`src/rtl/bnn_pkg.sv`:
```
// bnn_pkg: shared commands, FSM states and status-byte layout for the BNN sequencer
package bnn_pkg;
  localparam logic [7:0] CMD_LOAD = 8'hA5;
  localparam logic [7:0] CMD_CLEAR = 8'hC3;
  localparam int NUM_CLASSES_DEF = 10;
  localparam int ST_VALID = 7;
  localparam int ST_ERROR = 6;
  localparam int ST_OVERRUN = 5;
  localparam int ST_BUSY = 4;
  typedef enum logic [1:0] {IDLE, LOAD, START, WAIT} state_t;
endpackage

```
`src/rtl/bnn_inference_sequencer.sv`:
```
// bnn_inference_sequencer: SPI image load, BNN start/wait with timeout, result latch
module bnn_inference_sequencer import bnn_pkg::*; #(
  parameter int IMG_BYTES = 128,
  parameter int NUM_CLASSES = NUM_CLASSES_DEF,
  parameter int TIMEOUT_CYCLES = 4096
) (
  input  logic                         clk,
  input  logic                         rst,
  input  logic                         rx_valid,
  input  logic [7:0]                   rx_byte,
  input  logic                         debug_trigger,
  output logic                         img_we,
  output logic [$clog2(IMG_BYTES)-1:0] img_addr,
  output logic [7:0]                   img_wdata,
  output logic                         infer_start,
  input  logic                         infer_done,
  input  logic [3:0]                   infer_class,
  output logic [3:0]                   result_out,
  output logic                         result_valid,
  output logic [7:0]                   tx_byte,
  output logic                         busy
);
  localparam int AW = $clog2(IMG_BYTES);
  localparam int TW = $clog2(TIMEOUT_CYCLES);
  state_t state, state_n;
  logic [AW-1:0] cnt;
  logic [TW-1:0] tcnt;
  logic we_q, start_q, error, overrun, loaded, trig_q;
  logic trig_rise, load_cmd, clear_cmd, last_byte, timeout, class_ok;
  // input decode shared by the FSM and the datapath
  always_comb begin
    trig_rise = debug_trigger & ~trig_q;
    load_cmd = rx_valid && rx_byte == CMD_LOAD;
    clear_cmd = rx_valid && rx_byte == CMD_CLEAR;
    last_byte = rx_valid && cnt == AW'(IMG_BYTES - 1);
    timeout = tcnt == TW'(TIMEOUT_CYCLES - 1);
    class_ok = int'(infer_class) < NUM_CLASSES;
  end
  // state register
  always_ff @(posedge clk) state <= rst ? IDLE : state_n;
  // next-state logic; a done strobe outranks a coincident timeout
  always_comb begin
    state_n = state;
    case (state)
      IDLE:  state_n = load_cmd ? LOAD : (trig_rise && loaded) ? START : IDLE;
      LOAD:  state_n = last_byte ? START : LOAD;
      START: state_n = WAIT;
      WAIT:  state_n = (infer_done || timeout) ? IDLE : WAIT;
    endcase
  end
  // outputs; strobes are suppressed while reset is held so nothing escapes that cycle
  always_comb begin
    busy = state != IDLE;
    img_we = we_q & ~rst;
    infer_start = start_q & ~rst;
    tx_byte = {4'h0, result_out};
    tx_byte[ST_VALID] = result_valid;
    tx_byte[ST_ERROR] = error;
    tx_byte[ST_OVERRUN] = overrun;
    tx_byte[ST_BUSY] = busy;
  end
  // datapath: write port, counters, sticky flags and result latch
  always_ff @(posedge clk) begin
    if (rst) begin
      cnt <= '0;
      tcnt <= '0;
      we_q <= 1'b0;
      start_q <= 1'b0;
      img_addr <= '0;
      img_wdata <= '0;
      result_out <= '0;
      result_valid <= 1'b0;
      error <= 1'b0;
      overrun <= 1'b0;
      loaded <= 1'b0;
      trig_q <= 1'b0;
    end else begin
      trig_q <= debug_trigger;
      we_q <= state == LOAD && rx_valid;
      start_q <= state == START;
      tcnt <= state == START ? '0 : state == WAIT ? tcnt + 1'b1 : tcnt;
      if (state == IDLE && load_cmd) begin
        cnt <= '0;
        loaded <= 1'b0;
        result_valid <= 1'b0;
        result_out <= '0;
      end
      if (state == IDLE && clear_cmd) begin
        result_valid <= 1'b0;
        error <= 1'b0;
        overrun <= 1'b0;
        result_out <= '0;
      end
      if (state == LOAD && rx_valid) begin
        img_wdata <= rx_byte;
        img_addr <= cnt;
        cnt <= cnt + 1'b1;
        if (last_byte) loaded <= 1'b1;
      end
      if ((state == START || state == WAIT) && rx_valid) overrun <= 1'b1;
      if (state == WAIT && infer_done) begin
        result_out <= class_ok ? infer_class : 4'hF;
        result_valid <= class_ok;
        error <= error | ~class_ok;
      end else if (state == WAIT && timeout) begin
        result_out <= 4'hF;
        result_valid <= 1'b0;
        error <= 1'b1;
      end
    end
  end
endmodule

```
`config.mk`:
```
export PLATFORM = sky130hd
export DESIGN_NAME = bnn_inference_sequencer
export DESIGN_NICKNAME = d
export VERILOG_FILES = /design/src/rtl/bnn_pkg.sv /design/src/rtl/bnn_inference_sequencer.sv
export SDC_FILE = /design/constraint.sdc
export NUM_CORES = 1
export LEC_CHECK = 0
export ABC_AREA = 1
export BUFFER_PORTS_ARGS = -buffer_cell sky130_fd_sc_hd__buf_2
export CAP_MARGIN = 10
export CELL_PAD_IN_SITES_DETAIL_PLACEMENT = 2
export CELL_PAD_IN_SITES_GLOBAL_PLACEMENT = 2
export CORE_MARGIN = 2
export CORE_UTILIZATION = 29
export CTS_CLUSTER_DIAMETER = 150
export CTS_CLUSTER_SIZE = 30
export DETAILED_ROUTE_END_ITERATION = 8
export PLACE_DENSITY = 0.89
export SLEW_MARGIN = 20
export SYNTH_ARGS = -nofsm -noshare
export SYNTH_HDL_FRONTEND = slang
export SYNTH_SLANG_ARGS = --single-unit
```
`constraint.sdc`:
```
create_clock -name clk -period 1.77 [get_ports clk]
set_clock_uncertainty 0.15 [all_clocks]
set_input_delay 0.2655 -clock clk [delete_from_list [all_inputs] [get_ports clk]]
set_output_delay 0.2655 -clock clk [all_outputs]
set_load 0.01 [all_outputs]
```
---- Yosys cells after proc, flatten, opt, wreduce, memory -nomap -nowiden ----
Cells that the tools add are included.
storage, ports and cells
  flip-flop bits (word level) ............. 47
  output and inout port bits .............. 31
  input bits .............................. 17
cells by class
  $add $sub $neg .......................... 2
  reduce and logical (&&, ||, !) cells .... 19
  mux-type cells .......................... 23
  order comparisons ....................... 1
  eq/ne operators ......................... 7
  bitwise logic cells ..................... 7
operators with widths
  kind                                                 count
  two-way mux 4 bit                                    5
  equality test 8 bit, second input constant           2
  two-way mux 7 bit                                    2
  adder 12 x 1 -> 12 bit, second input constant        1
  equality test 12 bit, second input constant          1
  two-way mux 1 bit                                    11
  logical AND 1 bit                                    10
  two-way mux 2 bit                                    4
  case mux 2 bit (4 select lines)                      1
  adder 7 x 1 -> 7 bit, second input constant          1
  equality test 7 bit, second input constant           1
  nonzero test 2 bit                                   3
  equality test 2 bit, second input constant           2
  < comparator 4 bit, second input constant            1
  nonzero test 4 bit                                   1
  bitwise AND 1 bit                                    3
  NOT 1 bit                                            3
  nonzero test 3 bit                                   1
  equality test 2 x 1 -> 1 bit, second input constant  1
  logical NOT 2 bit                                    1
  logical OR 1 bit                                     2
  OR reduction 2 bit                                   1
  bitwise OR 1 bit                                     1

---- Longest topological paths before layout ----
  word-level depth ........................ 7
  depth in mapped cells ................... 9
  gate-level depth less buffers ........... 9

---- Worst setup path before layout ----
OpenSTA, ideal clock, no wires.
  kind .................................... reg2reg
  start point ............................. register tcnt[0]
  end point ............................... register tcnt[10]
  arrival ................................. 1.237 ns
  data required time ...................... 1.550 ns
  path slack .............................. 0.313 ns
  buffers on the path ..................... 0
  library setup time ...................... 0.070 ns
  stages on the path, launching flop included .. 9
  cells stage by stage .................... dfxtp_1 > ha_1 > nand3_2 > nor2_4 > inv_2 > nor2_2 > nand2_1 > or2_0 > a21oi_1
on the way
  word-level cells in the longest chain between the ends .. 1
RTL lines
  item                      RTL line                       RTL
  start: declaration        bnn_inference_sequencer.sv:27  logic [TW-1:0] tcnt;
  start signal: assignment  bnn_inference_sequencer.sv:81  tcnt <= state == START ? '0 : state == WAIT ? tcnt + 1'b1 : tcnt;
  adder 12 x 1 -> 12 bit    bnn_inference_sequencer.sv:81
Every way passes these cells.
A chain may end at the register's enable or synchronous reset.

---- Final worst setup path ----
  start point ............................. register cnt[0]
  end point ............................... register state[0]
on the way
  word-level cells in the longest chain between the ends .. 4
RTL lines
  item                             RTL line                       RTL
  start: declaration               bnn_inference_sequencer.sv:26  logic [AW-1:0] cnt;
  start signal: assignment         bnn_inference_sequencer.sv:97  cnt <= cnt + 1'b1;
  equality test 7 bit              bnn_inference_sequencer.sv:35  last_byte = rx_valid && cnt == AW'(IMG_BYTES - 1);
  logical AND 1 bit                bnn_inference_sequencer.sv:35
  two-way mux 2 bit                bnn_inference_sequencer.sv:46  LOAD: state_n = last_byte ? START : LOAD;
  case mux 2 bit (4 select lines)  bnn_inference_sequencer.sv:44  case (state)
  end signal: assignment           bnn_inference_sequencer.sv:40  always_ff @(posedge clk) state <= rst ? IDLE : state_n;
  end: declaration                 bnn_inference_sequencer.sv:25  state_t state, state_n;
Every way passes these cells.

==> flow_summary_export.csv <==
group,metric,value,unit
critical_path,r2r-start,"cnt[0]$_SDFFE_PP0P_",
hold_path,hold_depth,3,
yosys,synth_area_leaders,"dfxtp_1 43%, nand2_1 11%, nor2_1 8.6%",
clocking,root_buffer,"clkbuf_8",
yosys,synth-edff-count,0,
hold_path,hold_path.class,"input pin to register",
pwr,p_leak,1.230,nW
yosys,syn_inst,319,
critical_path,r2r_slack,0.14,ns
critical_path,path_buf_inv,0,
critical_path,crit_type,"register to register",
global_route,grt_pass1_wl,11720,um
global_route,grt-ovfl-total,0,
sta,grt_setup_unrepaired,"true",
global_route,antenna_found_initial,0,
final_layout,fin_nets,383,
critical_path,cp_top_family,"simple AND/OR/NAND/NOR gates",
pwr,ir_worst_vdd,0.0003174,V
clocking,clockBufferDepth,2,
die,dieArea,8256,sq um
placed_design,gp_congestion,0.7699,
critical_path,cp.required,1.83,ns
sta,tns,0,ns
clocking,hold_buffers,0,
critical_path,crit_chain,"ha_1 -> nand3_1 -> nor2_2 -> nand4_1 -> nand2_1 -> nand3_1 -> nor2_1 -> nor2_1",
final_layout,seqCellArea,944.7,sq um
sta,drv_slew,0,
yosys,ys_ff_latch,47,
die,fp-row-count,31,
yosys,synth_seq_area_share,43.00,%
clocking,numCtsBuffers,5,
die,design.core.area,7292,sq um
sta,hold_violations,0,
critical_path,crit_path_end_kind,"register",
die,start_util,30.01,%
final_layout,fillCellCount,931,
die,io_pins,48,
detailed_routing,totalWireLength,6925,um
final_layout,drive_gt1_share,22.47,%
critical_path,slowest_stage,"dfxtp_1",
detailed_routing,wl_per_cell,14.92,um
yosys,syn_area,2188,sq um
final_layout,multi_input_area,1006,sq um
hold_path,holdPathEnd,"trig_q$_SDFF_PP0_",
clocking,clock_sinks,47,
clocking,clk_latency,0.32,ns
placed_design,io_buffers,47,
critical_path,critPathMaxStageDelay,0.40,ns
hold_path,worstHoldStart,"debug_trigger",
sta,tightest_slew,0.2936,ns
clocking,cts_tree,"yes",
critical_path,critPathArrivalTime,1.69,ns
detailed_routing,drtIter0Drc,39,
yosys,ys.flop_type,"dfxtp_1",
yosys,ys_top_cells_by_count,"66 x nand2_1, 50 x nor2_1, 47 x dfxtp_1",
critical_path,cp-startpoint,"cnt[0]$_SDFFE_PP0P_",
detailed_routing,drtPass1Iterations,4,
yosys,yosysTopAreaCell,"dfxtp_1",
placed_design,place_area,2494,sq um
yosys,syn_nets,338,
sta,setup_viol,0,
placed_design,dpl.hpwl,5196,um
critical_path,crit_fanout,4,
final_layout,diodes,0,
global_route,grt_max_degree,19,
detailed_routing,viasPerCell,4.726,
final_layout,stdcell_count,464,
detailed_routing,ant_nets,0,
clocking,clkTransAtPathRegs,0.10,ns
detailed_routing,vias,2193,
critical_path,r2r_end,"state[0]$_SDFF_PP0_",
outcome,status,"finished clean",
detailed_routing,drc,0,
pwr,total_power,1.987,mW
sta,slew-limit-headroom,80.35,%
die,die_y,90.87,um
final_layout,syn_to_final_growth,20.13,%
yosys,synth.distinct_cells,24,
global_route,grt_pass1_vias,2510,
critical_path,r2r_cells,8,
clocking,cts_max_level,2,
global_route,grtUsageTotal,17.59,%
critical_path,start_kind,"register",
yosys,avgSynthCellArea,6.860,sq um
die,die_w,90.87,um
job,maxCapViolations,0,
pwr,power-per-cell-area,755.8,nW/um^2
yosys,yosysWarnings,0,
final_layout,fin_area,2629,sq um
yosys,netlist.area_leader.share,43.00,%
yosys,yosysMostFrequentCell,"nand2_1",
sta,fin_crit,1.629,ns
sta,max_freq,613.9,MHz
sta,post-route-period-util,92.02,%
placed_design,place_inst,456,
yosys,async_flop_share,0,%
==> cell type report <==
cell class | instances | share of cell area [%]
clock buffer | 5 | 2.618
multi-input combinational | 214 | 38.27
sequential | 47 | 35.94
clock inverter | 3 | 1.809
tap | 99 | 4.712
inverter | 44 | 6.283
timing repair buffer | 52 | 10.38
==> state kept, by name, indices dropped and copies added (netlist names) <==
signal,cells
error,1
we_q,1
trig_q,1
result_out,4
state,2
overrun,1
tcnt,12
loaded,1
img_wdata,8
start_q,1
result_valid,1
cnt,7
img_addr,7
==> metrics by stage <==
| stage | hold slack (ns) | worst slack [ns] | util [%] |
|---|---|---|---|
| 3_3_place_gp | 0.2867 | 0.1926 | 34.20 |
| 6_report | 0.02175 | 0.1412 | 36.05 |
| 2_1_floorplan | 0.1846 | 0.3128 | - |
| 4_1_cts | 0.01695 | 0.07846 | 35.79 |
| 3_5_place_dp | 0.2993 | 0.09534 | 34.20 |
| 5_1_grt | 0.02623 | -0.03216 | 36.05 |
==> timing repair <==
| action | CTS | global route |
|---|---|---|
| gates resized for setup | 0 | 7 |
| buffers inserted | 0 | 0 |
| setup endpoints to repair | 0 | 14 |
==> worst max-delay path by stage <==
| stage | end | depth (start not counted) |
|---|---|---|
| floorplan | tcnt[10]$_SDFFE_PP0P_ | 8 |
| global placement | result_out[3]$_SDFFE_PP0P_ | 9 |
| detailed placement | tcnt[10]$_SDFFE_PP0P_ | 8 |
| CTS | tcnt[10]$_SDFFE_PP0P_ | 8 |
| global route | state[0]$_SDFF_PP0_ | 8 |
| finish | state[0]$_SDFF_PP0_ | 8 |
==> per-layer routing <==
layer  GRT usage (%)  share of wire, %  up-vias
met5               0                 0        -
met4           5.303               1.5        0
met3           3.339               3.0        8
met2           34.89                54       38
met1           18.49                41     1060
li1                -                 -     1087
==> cells in the final DEF, fill, tap and decap left out, drive strengths merged, types with 2 or more instances in the layout <==
cell type,count
a21oi,31
ha,2
buf,52
clkbuf,5
inv,45
nor2,56
o21ai,26
nor3,4
nand4,6
nand3,15
dfxtp,47
or2,4
nand2,68
==> where the power goes <==
part / total (mW) / switching (mW) / internal [mW] / leakage (nW)
Sequential: 1.06 / 0.000892 / 1.06 / 0.380
Combinational: 0.0829 / 0.0543 / 0.0286 / 0.791
Clock: 0.844 / 0.415 / 0.429 / 0.0587
Total: 1.99 / 0.471 / 1.52 / 1.23
==> worst register-to-register path: stages, from the launching register on <==
cell and delay [ns]:
dfxtp_1 0.40, ha_1 0.22, nand3_1 0.14, nor2_2 0.17, nand4_1 0.10, nand2_1 0.08
nand3_1 0.07, nor2_1 0.13, nor2_1 0.07
==> kinds of logic after synthesis <==
logic type	count (synthesis)	share of synthesized area [%]
simple gates	153	30.30
compound gates	59	13.84
buf+inv	58	11.72
flops	47	43.00
fa+ha+maj	2	1.143
Power figures use the tool's default switching activity.
